<file path="config.mk">
export PLATFORM = sky130hd
export DESIGN_NAME = jtag_tap_ctrl
export DESIGN_NICKNAME = d
export VERILOG_FILES = /design/src/rtl/jtag_pkg.sv /design/src/rtl/jtag_tap_fsm.sv /design/src/rtl/jtag_tap_ctrl.sv
export SDC_FILE = /design/constraint.sdc
export NUM_CORES = 1
export LEC_CHECK = 0
export ABC_AREA = 1
export BUFFER_PORTS_ARGS = -buffer_cell sky130_fd_sc_hd__buf_4
export CORE_ASPECT_RATIO = 1.4
export CORE_MARGIN = 2
export CORE_UTILIZATION = 55
export DETAILED_ROUTE_END_ITERATION = 7
export PLACE_DENSITY = 0.85
export SYNTH_ARGS = -nofsm -noshare
export SYNTH_HDL_FRONTEND = slang
export SYNTH_SLANG_ARGS = --single-unit
</file>
<file path="constraint.sdc">
create_clock -name tck_i -period 2 [get_ports tck_i]
set_input_delay 0.2 -clock tck_i [delete_from_list [all_inputs] [get_ports tck_i]]
set_output_delay 0.2 -clock tck_i [all_outputs]
set_load 0.02 [all_outputs]
</file>
<file path="src/rtl/jtag_pkg.sv">
// Shared TAP definitions: 1149.1 state encodings, instruction kinds, IR decode.
// Latency: n/a (types and a pure function).
// Backpressure: n/a.
package jtag_pkg;

    localparam int unsigned ID_DR_WIDTH = 32;

    typedef enum logic [3:0] {
        TLR    = 4'hF,
        RTI    = 4'hC,
        SEL_DR = 4'h7,
        CAP_DR = 4'h6,
        SH_DR  = 4'h2,
        EX1_DR = 4'h1,
        PAU_DR = 4'h3,
        EX2_DR = 4'h0,
        UPD_DR = 4'h5,
        SEL_IR = 4'h4,
        CAP_IR = 4'hE,
        SH_IR  = 4'hA,
        EX1_IR = 4'h9,
        PAU_IR = 4'hB,
        EX2_IR = 4'h8,
        UPD_IR = 4'hD
    } tap_state_e;

    typedef enum logic [1:0] {
        CHAIN,
        IDCODE,
        BYPASS
    } instr_kind_e;

    // Opcodes below chain_num select a chain, all-ones-minus-one is IDCODE,
    // and everything else (including all ones) falls back to BYPASS.
    function automatic instr_kind_e decode_ir(input logic [15:0] ir,
                                              input int unsigned ir_width,
                                              input int unsigned chain_num);
        instr_kind_e kind;
        int unsigned v;
        v = 32'(ir);
        if (v < chain_num)
            kind = CHAIN;
        else if (v == ((32'd1 << ir_width) - 32'd2))
            kind = IDCODE;
        else
            kind = BYPASS;
        return kind;
    endfunction

endpackage

</file>
<file path="src/rtl/jtag_tap_fsm.sv">
// 16-state TAP machine: tms -> state. Ports: tck, trst_n, tms in; state, tlr out.
// Latency: state moves on every tck rise; outputs are the registered state.
// Backpressure: none; the machine is paced entirely by tck.
module jtag_tap_fsm
    import jtag_pkg::*;
(
    input  logic       tck,
    input  logic       trst_n,
    input  logic       tms,
    output tap_state_e state,
    output logic       tlr
);

    tap_state_e state_q;
    tap_state_e state_d;

    always_ff @(posedge tck or negedge trst_n) begin
        if (!trst_n)
            state_q <= TLR;
        else
            state_q <= state_d;
    end

    always_comb begin
        state_d = state_q;
        case (state_q)
            TLR:     state_d = tms ? TLR    : RTI;
            RTI:     state_d = tms ? SEL_DR : RTI;
            SEL_DR:  state_d = tms ? SEL_IR : CAP_DR;
            CAP_DR:  state_d = tms ? EX1_DR : SH_DR;
            SH_DR:   state_d = tms ? EX1_DR : SH_DR;
            EX1_DR:  state_d = tms ? UPD_DR : PAU_DR;
            PAU_DR:  state_d = tms ? EX2_DR : PAU_DR;
            EX2_DR:  state_d = tms ? UPD_DR : SH_DR;
            UPD_DR:  state_d = tms ? SEL_DR : RTI;
            SEL_IR:  state_d = tms ? TLR    : CAP_IR;
            CAP_IR:  state_d = tms ? EX1_IR : SH_IR;
            SH_IR:   state_d = tms ? EX1_IR : SH_IR;
            EX1_IR:  state_d = tms ? UPD_IR : PAU_IR;
            PAU_IR:  state_d = tms ? EX2_IR : PAU_IR;
            EX2_IR:  state_d = tms ? UPD_IR : SH_IR;
            UPD_IR:  state_d = tms ? SEL_DR : RTI;
            default: state_d = TLR;
        endcase
    end

    always_comb begin
        state = state_q;
        tlr   = (state_q == TLR);
    end

endmodule

</file>
<file path="src/rtl/jtag_tap_ctrl.sv">
// TAP controller: IR, IDCODE/BYPASS DRs, chain strobes/select and TDO mux.
// Ports: tck/trst_n/tms/tdi in, tdo/tdo_oe out; chain_* fan-out/fan-in; state/tlr.
// Latency: shifts on tck rise, TDO half a tck later on fall. Backpressure: none.
module jtag_tap_ctrl
    import jtag_pkg::*;
#(
    parameter int unsigned CHAIN_NUM = 2,
    parameter int unsigned IR_WIDTH  = 4,
    parameter logic [31:0] IDCODE    = 32'h1495_11C3
) (
    input  logic                 tck_i,
    input  logic                 trst_n_i,
    input  logic                 tms_i,
    input  logic                 tdi_i,
    output logic                 tdo_o,
    output logic                 tdo_oe_o,
    output logic                 chain_tdi_o,
    input  logic [CHAIN_NUM-1:0] chain_tdo_i,
    output logic [CHAIN_NUM-1:0] chain_sel_o,
    output logic                 capture_dr_o,
    output logic                 shift_dr_o,
    output logic                 update_dr_o,
    output logic [3:0]           tap_state_o,
    output logic                 tlr_o
);

    localparam logic [IR_WIDTH-1:0] IDCODE_OP  = {{(IR_WIDTH-1){1'b1}}, 1'b0};
    localparam logic [IR_WIDTH-1:0] IR_CAPTURE = IR_WIDTH'(1);

    tap_state_e              state;
    logic [IR_WIDTH-1:0]     ir_shift;
    logic [IR_WIDTH-1:0]     ir;
    logic [ID_DR_WIDTH-1:0]  id_dr;
    logic                    bypass_dr;
    instr_kind_e             kind;
    logic                    chain_act;
    logic                    chain_bit;

    jtag_tap_fsm u_fsm (
        .tck    (tck_i),
        .trst_n (trst_n_i),
        .tms    (tms_i),
        .state  (state),
        .tlr    (tlr_o)
    );

    assign tap_state_o = state;
    assign chain_tdi_o = tdi_i;

    assign kind      = decode_ir(16'(ir), IR_WIDTH, CHAIN_NUM);
    assign chain_act = (kind == jtag_pkg::CHAIN);

    // ir only changes on tck fall, so the select never moves during a shift.
    always_comb begin
        chain_sel_o = '0;
        for (int i = 0; i < int'(CHAIN_NUM); i++)
            chain_sel_o[i] = chain_act && (ir == IR_WIDTH'(i));
    end

    assign chain_bit    = |(chain_tdo_i & chain_sel_o);
    assign capture_dr_o = chain_act && (state == CAP_DR);
    assign shift_dr_o   = chain_act && (state == SH_DR);
    assign update_dr_o  = chain_act && (state == UPD_DR);

    // IR shift register: rise-edge, keyed on the pre-edge state.
    always_ff @(posedge tck_i or negedge trst_n_i) begin
        if (!trst_n_i)
            ir_shift <= IDCODE_OP;
        else if (state == CAP_IR)
            ir_shift <= IR_CAPTURE;
        else if (state == SH_IR)
            ir_shift <= {tdi_i, ir_shift[IR_WIDTH-1:1]};
    end

    // Built-in DRs only move when their instruction is the active one.
    always_ff @(posedge tck_i or negedge trst_n_i) begin
        if (!trst_n_i) begin
            id_dr     <= '0;
            bypass_dr <= 1'b0;
        end else if (state == CAP_DR) begin
            if (kind == jtag_pkg::IDCODE)
                id_dr <= IDCODE;
            if (kind == jtag_pkg::BYPASS)
                bypass_dr <= 1'b0;
        end else if (state == SH_DR) begin
            if (kind == jtag_pkg::IDCODE)
                id_dr <= {tdi_i, id_dr[ID_DR_WIDTH-1:1]};
            if (kind == jtag_pkg::BYPASS)
                bypass_dr <= tdi_i;
        end
    end

    // Active instruction is committed on the fall inside UPD_IR or TLR.
    always_ff @(negedge tck_i or negedge trst_n_i) begin
        if (!trst_n_i)
            ir <= IDCODE_OP;
        else if (state == UPD_IR)
            ir <= ir_shift;
        else if (state == TLR)
            ir <= IDCODE_OP;
    end

    always_ff @(negedge tck_i or negedge trst_n_i) begin
        if (!trst_n_i) begin
            tdo_o    <= 1'b0;
            tdo_oe_o <= 1'b0;
        end else begin
            case (state)
                SH_IR: begin
                    tdo_o    <= ir_shift[0];
                    tdo_oe_o <= 1'b1;
                end
                SH_DR: begin
                    tdo_oe_o <= 1'b1;
                    if (chain_act)
                        tdo_o <= chain_bit;
                    else if (kind == jtag_pkg::IDCODE)
                        tdo_o <= id_dr[0];
                    else
                        tdo_o <= bypass_dr;
                end
                default: begin
                    tdo_o    <= 1'b0;
                    tdo_oe_o <= 1'b0;
                end
            endcase
        end
    end

endmodule

</file>
==> flow_metrics.env, run 1 <==
export IMPL_cts_max_level=2
export IMPL_grt_overflow=0
export IMPL_std_cell_rows=26
export IMPL_worstSetupPathType="reg2reg"
export IMPL_avgViaCountPerCell=5.90
export IMPL_status="finished, violations left"
export IMPL_layout_commonest_cell="buf_4"
export IMPL_clkPwrFrac=0.127
export IMPL_syn_avg_cell_area_um2=9.16
export IMPL_synth_fp_nets=225
export IMPL_antenna_found_initial=0
export IMPL_clk_path_buf_depth=2
export IMPL_cp_max_fo=6
export IMPL_clock_root_buffer="clkbuf_8"
export IMPL_power_switching_mw=2.01
export IMPL_clk_latency_ps=380
export IMPL_power_switching_share=0.423
export IMPL_p_leak_nw=1.47
export IMPL_drive_above_1_share=0.562
export IMPL_yosys_warnings=0
export IMPL_fin_nets=297
export IMPL_holdWs_ps=53.7
export IMPL_netlist_area_mm2=0.00201
export IMPL_cp_end_kind="flop"
export IMPL_numCtsBuffers=5
export IMPL_path_cells="inv_2 > nor2_4 > nand2_4 > nor2_4 > buf_12 > buf_12 > nor2_2 > a21oi_2"
export IMPL_core_area_mm2=0.00358
export IMPL_final_setup_worst_slack_ps=-619
export IMPL_tns_ps=-21730
export IMPL_clock_sinks=47
export IMPL_yosys_cell_types_count=28
export IMPL_clk_pin_slew_ps=90
export IMPL_comb_power_share=0.522
export IMPL_area_growth_syn_to_layout_pct=60.7
export IMPL_fillers=132
export IMPL_n_antenna_cell=0
export IMPL_synth_area_top_cells="dfrtp_1 (42%), dfstp_2 (13%), inv_1 (7.7%)"
export IMPL_totalWireLength_um=6800
export IMPL_vias=1972
export IMPL_grt_use_met1=0.348
export IMPL_met2_usage=0.541
export IMPL_cts_tree="yes"
export IMPL_p_int_mw=2.74
export IMPL_synthCells=219
export IMPL_drv_slew=0
export IMPL_maxCapViolCount=0
export IMPL_dieArea_mm2=0.00415
export IMPL_regToRegSetupSlack_ps=-620
export IMPL_hold_end="u_fsm.state[0]"
export IMPL_tightestPinTransition_ps=368
export IMPL_first_iter_violations=78
export IMPL_drtPass1Iterations=4
export IMPL_slew_limit_headroom=0.754
export IMPL_postRouteAntennaNets=0
export IMPL_setup_violations=46
export IMPL_start_util=0.561
export IMPL_power_density_mw_per_mm2=1470
export IMPL_mostFrequentLayoutCells="buf_4 (43), inv_1 (36), dfrtp_1 (34), nand2_1 (18)"
export IMPL_hpwl_um=2950
export IMPL_ys_seq_area_frac=0.592
export IMPL_hold_class="in2reg"
export IMPL_grt_pass1_wl_um=8900
export IMPL_startpoint_type="flop"
export IMPL_rsz0062_at_grt="true"
export IMPL_timing_rr_end="id_dr[1]"
export IMPL_slowest_delay_ps=560
export IMPL_yosys_area_top_type_share=0.424
export IMPL_hp_start="tms_i"
export IMPL_track_usage=0.311
export IMPL_numPortBuffers=18
export IMPL_grtUsageMet3=0.0588
export IMPL_top_usage_layer="met2"
export IMPL_drc=0
export IMPL_gp_congestion=0.738
export IMPL_grt_max_degree=20
export IMPL_r2r_start="ir[2]"
export IMPL_ios=19
export IMPL_violations="setup timing"
export IMPL_yosys_area_top_type="dfrtp_1"
export IMPL_critPathRequiredTime_ps=2230
export IMPL_peakVddDrop_mv=1.49
export IMPL_ys_ff_latch=47
export IMPL_seqPwrFrac=0.350
export IMPL_r2r_cells=8
export IMPL_hold_depth=2
export IMPL_worst_ep_arrival_time_ps=2850
export IMPL_final_hold_viol_count=0
export IMPL_die_y_um=75.5
export IMPL_die_w_um=55.1
export IMPL_slowest_stage="dfstp_2"
export IMPL_grt_pass1_vias=1906
export IMPL_skew_ps=72.9
export IMPL_routedWlPerCell_um=20.4
## flip-flops by register name (all words and copies together), names as in the netlist
register,count
id_dr,32
ir,4
bypass_dr,1
u_fsm.state,4
tdo_oe_o,1
tdo_o,1
ir_shift,4
## per-layer routing
| layer | up-vias | share of wire |
|---|---|---|
| li1 | 848 | - |
| met1 | 1010 | 0.36 |
| met2 | 83 | 0.54 |
| met3 | 31 | 0.039 |
| met4 | 0 | 0.053 |
| met5 | - | 0 |
## power groups by stage
stage	Clock, mW	Combinational [mW]	Sequential, mW
after floorplan	0.0125	0.858	1.60
after global placement	0.0125	1.47	1.52
after detailed placement	0.0125	1.53	1.53
after CTS	0.588	2.00	1.57
after global routing	0.646	2.63	1.69
final	0.605	2.48	1.66
## area by class of cell
class | count | area (um^2) | share of cell area
inverters | 41 | 159 | 0.0493
well taps | 42 | 52.6 | 0.0163
repair buffers | 69 | 711 | 0.220
clock inverters | 6 | 30.0 | 0.00931
multi-input cells | 124 | 1020 | 0.315
flip-flops and latches | 47 | 1190 | 0.369
clock buffers | 5 | 68.8 | 0.0213
## critical path, delay by kind of cell, from the launching register on
kind	cells	cell delay (ps)
simple gates	4	440
compound gates	1	130
flops	1	560
buf+inv	3	350
## worst max path at each step
| stage | from | endpoint |
|---|---|---|
| floorplan | ir[2] | id_dr[12] |
| global placement | ir[2] | id_dr[27] |
| detailed placement | ir[2] | id_dr[10] |
| CTS | ir[3] | update_dr_o |
| global route | ir[2] | id_dr[1] |
| finish | ir[2] | id_dr[1] |
## repair_timing
action                                 CTS  global route
buffers inserted                        15             7
cloned                                   4             2
gates resized for setup                 55            65
pin swaps                                8             8
hold buffers                             1             0
endpoints found under the hold margin   11             0
setup endpoints to repair               46            46
## per-stage QoR
step                      instances  cell area (um^2)  power (mW)  worst slack [ps]   util
after global routing            334              3230        4.97              -694  0.901
after global placement          299              2420        3.00              -369  0.678
after detailed placement        299              2420        3.07              -421  0.678
after floorplan                 219              2070        2.47              -421      -
final                           334              3230        4.75              -619  0.901
after CTS                       329              2950        4.16              -530  0.824
## synth_stat cells
master	count
dfrtn_1	3
dfstp_2	10
nand3b_1	1
buf_2	2
dfrtp_1	34
nor4_1	1
nor2_8	1
nand2_1	31
inv_1	41
o22a_1	1
nor2_1	28
clkbuf_2	1
a31oi_1	1
nor3_1	1
a21oi_1	14
o21ai_0	18
o31ai_1	1
nand2_2	1
nand4_1	1
nand2_4	1
a2bb2oi_1	1
buf_6	1
nand3_1	7
buf_4	2
nor2_4	1
o22ai_1	13
nor3_4	1
inv_2	1
## logic make-up (layout without fill, tap and decap cells)
kind of cell,Yosys count,count (layout),share of synthesized area
buffers and inverters,48,121,0.0991
flip-flops,47,47,0.592
AND/OR/NAND/NOR,75,75,0.173
AO/OA/AOI/OAI,49,49,0.136
Power figures use the tool's default switching activity.
==> run 2: changes to the inputs <==
Settings changed: BUFFER_PORTS_ARGS -buffer_cell sky130_fd_sc_hd__buf_4 to default, DONT_BUFFER_PORTS from default to 1, PLACE_DENSITY 0.85 to 0.8.
==> run 2 against run 1 <==
  * The run still ends with setup timing left
  * Sequential cell count unchanged
  * Clock skew up 12 ps
  * Highest routed layer unchanged
  * Core utilization is 1.7 points lower
  * Combinational power decreased by 4%
  * Setup slack improved by 0.66 ps
  * Register-to-register slack hardly changed
  * Clock-buffer cell count is the same
  * Design area decreased by 1.9%
==> flow_metrics.env, run 2 (same netlist as run 1, synthesis figures left out) <==
export IMPL_totalWireLength_um=6610
export IMPL_avgViaCountPerCell=5.82
export IMPL_final_setup_worst_slack_ps=-618
export IMPL_stdcell_area_mm2=0.00316
export IMPL_drtPass1Iterations=4
export IMPL_critical_path_buf_inv_count=3
export IMPL_cp_common_cell="nor2_4"
export IMPL_grt_overflow=0
export IMPL_largest_reg_flops=32
export IMPL_grtUsageMet3=0.0549
export IMPL_grt_pass1_wl_um=8660
export IMPL_numCtsBuffers=5
export IMPL_drc=0
export IMPL_n_antenna_cell=0
export IMPL_tightestPinTransition_ps=514
export IMPL_worst_ep_arrival_time_ps=2850
export IMPL_postPlaceCellArea_mm2=0.00231
export IMPL_setup_violations=46
export IMPL_final_instance_count_excl_fill=320
export IMPL_violations="setup timing"
export IMPL_grt_max_degree=42
export IMPL_r2r_cells=8
export IMPL_clk_latency_ps=390
export IMPL_clk_pin_slew_ps=90
export IMPL_fin_nets=283
export IMPL_maxCapViolCount=0
export IMPL_cp_max_fo=5
export IMPL_rsz0062_at_grt="true"
export IMPL_startpoint_type="flop"
export IMPL_skew_ps=84.7
export IMPL_antenna_found_initial=0
export IMPL_slowest_delay_ps=560
export IMPL_post_route_util=0.884
export IMPL_slowest_stage="dfstp_2"
export IMPL_multi_input_area_mm2=0.00103
export IMPL_gp_congestion=0.790
export IMPL_vias=1861
export IMPL_clock_root_buffer="clkbuf_8"
export IMPL_routedWlPerCell_um=20.7
export IMPL_slew_limit_headroom=0.656
export IMPL_top_register="id_dr"
export IMPL_std_cell_rows=26
export IMPL_drive_above_1_share=0.547
export IMPL_area_growth_syn_to_layout_pct=57.6
export IMPL_numPortBuffers=0
export IMPL_hold_class="in2reg"
export IMPL_grt_use_met1=0.325
export IMPL_start_util=0.561
export IMPL_die_w_um=55.1
export IMPL_postRouteAntennaNets=0
export IMPL_met2_usage=0.556
export IMPL_hpwl_um=2750
export IMPL_track_usage=0.308
export IMPL_seq_area_mm2=0.00119
export IMPL_critPathRequiredTime_ps=2230
export IMPL_final_hold_viol_count=0
export IMPL_ios=19
export IMPL_peakVddDrop_mv=1.43
export IMPL_fillers=156
export IMPL_clock_sinks=47
export IMPL_dieArea_mm2=0.00415
export IMPL_crit_cells=8
export IMPL_cts_tree="yes"
export IMPL_path_delay_family="flip-flops"
export IMPL_hold_depth=2
export IMPL_status="finished, violations left"
export IMPL_layout_commonest_cell="inv_1"
export IMPL_first_iter_violations=71
export IMPL_cts_max_level=2
export IMPL_core_area_mm2=0.00358
export IMPL_p_leak_nw=1.44
export IMPL_drv_slew=0
export IMPL_cp_end_kind="flop"
export IMPL_top_usage_layer="met2"
export IMPL_clk_path_buf_depth=2
export IMPL_mostFrequentLayoutCells="inv_1 (38), dfrtp_1 (34), buf_4 (30), nand2_1 (18), nor2_4 (16)"
export IMPL_grt_pass1_vias=1906
export IMPL_path_cells="inv_2 > nor2_4 > nand2_4 > nor2_4 > buf_6 > buf_8 > nor2_4 > a21oi_2"
export IMPL_power_density_mw_per_mm2=1520
export IMPL_tns_ps=-22270
export IMPL_placed_cells=285
export IMPL_die_y_um=75.5
export IMPL_worstSetupPathType="reg2reg"
run 2: per-stage QoR:
step	hold slack [ps]	worst slack [ps]	total power, mW
after floorplan	-95.6	-421	2.47
after detailed placement	-94.5	-422	2.96
after global placement	-94.5	-389	2.90
final	3.58	-618	4.81
after global routing	33.6	-722	5.09
after CTS	5.79	-524	4.22
run 2: layer usage:
| layer | up-vias | share of wire | wire, um |
|---|---|---|---|
| met4 | 0 | 0.057 | 374 |
| met1 | 917 | 0.33 | 2200 |
| li1 | 821 | - | - |
| met3 | 35 | 0.058 | 385 |
| met2 | 88 | 0.55 | 3650 |
| met5 | - | 0 | 0 |
run 2: path summary, 6_finish.rpt:
| path | from | to | slack (ps) |
|---|---|---|---|
| worst max register to register | ir[2] | id_dr[1] | -620 |
| max in group asynchronous | trst_n_i | ir[2] | 1300 |
| worst max-delay path | ir[2] | id_dr[1] | -620 |
| worst min register to register | ir_shift[2] | ir_shift[1] | 530 |
| min in group asynchronous | trst_n_i | id_dr[8] | 340 |
| worst min-delay path | tms_i | u_fsm.state[1] | 4 |
run 2: what timing repair did:
action                                 4_1_cts  5_1_grt
resized for setup                           69       57
cloned                                       4        2
pin swaps                                   16       12
setup endpoints to repair                   46       46
hold buffers                                 3        0
buffers inserted                            10        7
endpoints found under the hold margin       42        0
run 2: layout make-up:
class,count,share of cell area
clock buffer,5,0.0218
clock inverter,6,0.0170
inverter,41,0.0487
multi-input combinational,124,0.326
sequential,47,0.376
tap,42,0.0166
timing repair buffer,55,0.194
run 2: worst register-to-register path: cells and delay by family, from the launching register on:
kind / cells / cell delay (ps)
compound gates: 1 / 130
buf+inv: 3 / 390
flops: 1 / 560
simple gates: 4 / 410
run 2: power by group:
group	leakage, nW	switching (mW)	internal, mW
Sequential	0.575	0.341	1.36
Clock	0.0701	0.357	0.378
Combinational	0.794	1.26	1.11
Total	1.44	1.96	2.85
==> run 3: changes to the inputs <==
--- a/config.mk
+++ b/config.mk
@@ -9,8 +9,8 @@
 export CORE_ASPECT_RATIO = 1.4
 export CORE_MARGIN = 2
-export CORE_UTILIZATION = 55
+export CORE_UTILIZATION = 61
 export DETAILED_ROUTE_END_ITERATION = 7
 export DONT_BUFFER_PORTS = 1
-export PLACE_DENSITY = 0.8
+export PLACE_DENSITY = 0.87
 export SYNTH_ARGS = -nofsm -noshare
 export SYNTH_HDL_FRONTEND = slang
==> constraint.sdc (replaced) <==
create_clock -name tck_i -period 2 [get_ports tck_i]
set_input_delay 0.4 -clock tck_i [delete_from_list [all_inputs] [get_ports tck_i]]
set_output_delay 0.4 -clock tck_i [all_outputs]
set_load 0.02 [all_outputs]
==> run 3 against run 2 <==
  * The run still ends with setup timing left
  * Design area shrank 3.7%
  * Die area is 9.2% lower
  * Total power up 1.9%
  * First-iteration DRC count rose to 3.0 times the previous value
  * Final cell count is 0.94% lower
  * Register-to-register slack got worse by 260 ps
  * Combinational power rose by 6%
  * Non-clock buffer count fell by 1
  * Critical endpoint is now id_dr[19]
  * Largest power group unchanged
  * Highest routed layer unchanged
==> flow_metrics.env, run 3 (same netlist as run 1, synthesis figures left out) <==
export IMPL_status="finished, violations left"
export IMPL_violations="setup timing"
export IMPL_routedWlPerCell_um=28.2
export IMPL_hpwl_um=2900
export IMPL_rsz0062_at_grt="true"
export IMPL_cts_max_level=2
export IMPL_avgViaCountPerCell=6.70
export IMPL_clk_pin_slew_ps=90
export IMPL_largest_reg_flops=32
export IMPL_maxCapViolCount=0
export IMPL_cp_max_fo=9
export IMPL_skew_ps=101
export IMPL_postRouteAntennaNets=0
export IMPL_std_cell_rows=24
export IMPL_path_cells="inv_2 > nor2_4 > nand2_4 > buf_6 > nor3_4 > buf_12 > clkbuf_16 > nand2_1 > o21ai_1"
export IMPL_worst_ep_arrival_time_ps=3100
export IMPL_hold_class="in2reg"
export IMPL_vias=2124
export IMPL_slowest_delay_ps=600
export IMPL_n_antenna_cell=0
export IMPL_final_hold_viol_count=0
export IMPL_cts_tree="yes"
export IMPL_die_w_um=52.5
export IMPL_drtPass1Iterations=4
export IMPL_top_register="id_dr"
export IMPL_clk_path_buf_depth=2
export IMPL_fin_nets=283
export IMPL_power_density_mw_per_mm2=1610
export IMPL_totalWireLength_um=8940
export IMPL_dieArea_mm2=0.00377
export IMPL_grt_overflow=0
export IMPL_layout_commonest_cell="inv_1"
export IMPL_fillers=47
export IMPL_startpoint_type="flop"
export IMPL_antenna_found_initial=0
export IMPL_final_setup_worst_slack_ps=-879
export IMPL_area_growth_syn_to_layout_pct=51.8
export IMPL_holdWs_ps=134
export IMPL_cp_end_kind="flop"
export IMPL_core_area_mm2=0.00312
export IMPL_drive_above_1_share=0.471
export IMPL_start_util=0.643
export IMPL_clk_latency_ps=400
export IMPL_die_y_um=71.9
export IMPL_drv_slew=0
export IMPL_grt_pass1_wl_um=9760
export IMPL_gp_congestion=0.751
export IMPL_ios=19
export IMPL_grt_max_degree=42
export IMPL_setup_violations=46
export IMPL_p_leak_nw=1.41
export IMPL_tightestPinTransition_ps=542
export IMPL_worstSetupPathType="reg2reg"
export IMPL_grt_pass1_vias=1885
export IMPL_pre_cts_ws_ps=-477
export IMPL_peakVddDrop_mv=1.38
export IMPL_first_iter_violations=210
export IMPL_top_usage_layer="met2"
export IMPL_numPortBuffers=0
export IMPL_met2_usage=0.575
export IMPL_power_mw=4.90
export IMPL_critPathRequiredTime_ps=2220
export IMPL_slowest_stage="dfstp_2"
export IMPL_track_usage=0.369
export IMPL_clock_root_buffer="clkbuf_8"
export IMPL_mostFrequentLayoutCells="inv_1 (38), dfrtp_1 (34), buf_4 (30), nand2_1 (19), nor2_1 (17)"
export IMPL_drc=0
export IMPL_grt_use_met1=0.435
export IMPL_clock_sinks=47
export IMPL_grtUsageMet3=0.110
export IMPL_slew_limit_headroom=0.637
export IMPL_numCtsBuffers=5
==> run 3: where the power goes <==
| group | switching [mW] | total (mW) | internal, mW | leakage [nW] |
|---|---|---|---|---|
| clock | 0.362 | 0.686 | 0.324 | 0.0675 |
| sequential | 0.329 | 1.70 | 1.37 | 0.575 |
| combinational | 1.47 | 2.52 | 1.05 | 0.769 |
| total | 2.16 | 4.90 | 2.74 | 1.41 |
==> run 3: area by class of cell <==
| cell class | count | area, um^2 | share of cell area |
|---|---|---|---|
| Tap cell | 39 | 48.8 | 0.0160 |
| Timing Repair Buffer | 54 | 642 | 0.211 |
| Inverter | 41 | 156 | 0.0513 |
| Sequential cell | 47 | 1190 | 0.390 |
| Clock inverter | 3 | 11.3 | 0.00370 |
| Clock buffer | 8 | 100 | 0.0329 |
| Multi-Input combinational cell | 125 | 900 | 0.295 |
==> run 3: critical path, delay by kind of cell (launching register included) <==
| family | cells | cell delay (ps) |
|---|---|---|
| AO/OA/AOI/OAI | 1 | 90 |
| AND/OR/NAND/NOR | 4 | 480 |
| flip-flops | 1 | 600 |
| buffers and inverters | 4 | 520 |
==> run 3: final timing paths <==
kind / startpoint / endpoint / slack, ps / depth (start not counted)
setup / recovery: ir[2] / id_dr[19] / -880 / 9
hold / removal: tms_i / u_fsm.state[0] / 130 / 1
setup reg to reg: ir[2] / id_dr[19] / -880 / 9
hold reg to reg: id_dr[18] / id_dr[17] / 540 / 2
max in group asynchronous: trst_n_i / ir[3] / 1110 / 0
min in group asynchronous: trst_n_i / id_dr[24] / 550 / 2
==> run 3: layer usage <==
layer | vias to the layer above | routed length (um) | share of wire
met5 | - | 0 | 0
met4 | 0 | 941 | 0.11
met3 | 101 | 898 | 0.10
met2 | 218 | 4210 | 0.47
met1 | 992 | 2890 | 0.32
li1 | 813 | - | -
==> run 3: what timing repair did <==
item | CTS | global route
endpoints found under the setup margin | 47 | 46
cloned | 3 | 3
hold buffers | 2 | 0
setup buffers | 8 | 11
pin swaps | 11 | 7
hold endpoints to repair | 41 | 0
gates resized for setup | 26 | 53
==> run 3: stage by stage <==
stage	TNS, ps	cells	util	cell area, um^2
2_1_floorplan	-14160	219	-	2070
3_3_place_gp	-14350	280	0.737	2300
3_5_place_dp	-16060	280	0.737	2300
4_1_cts	-22370	303	0.857	2680
5_1_grt	-32150	317	0.976	3050
6_report	-30400	317	0.976	3050
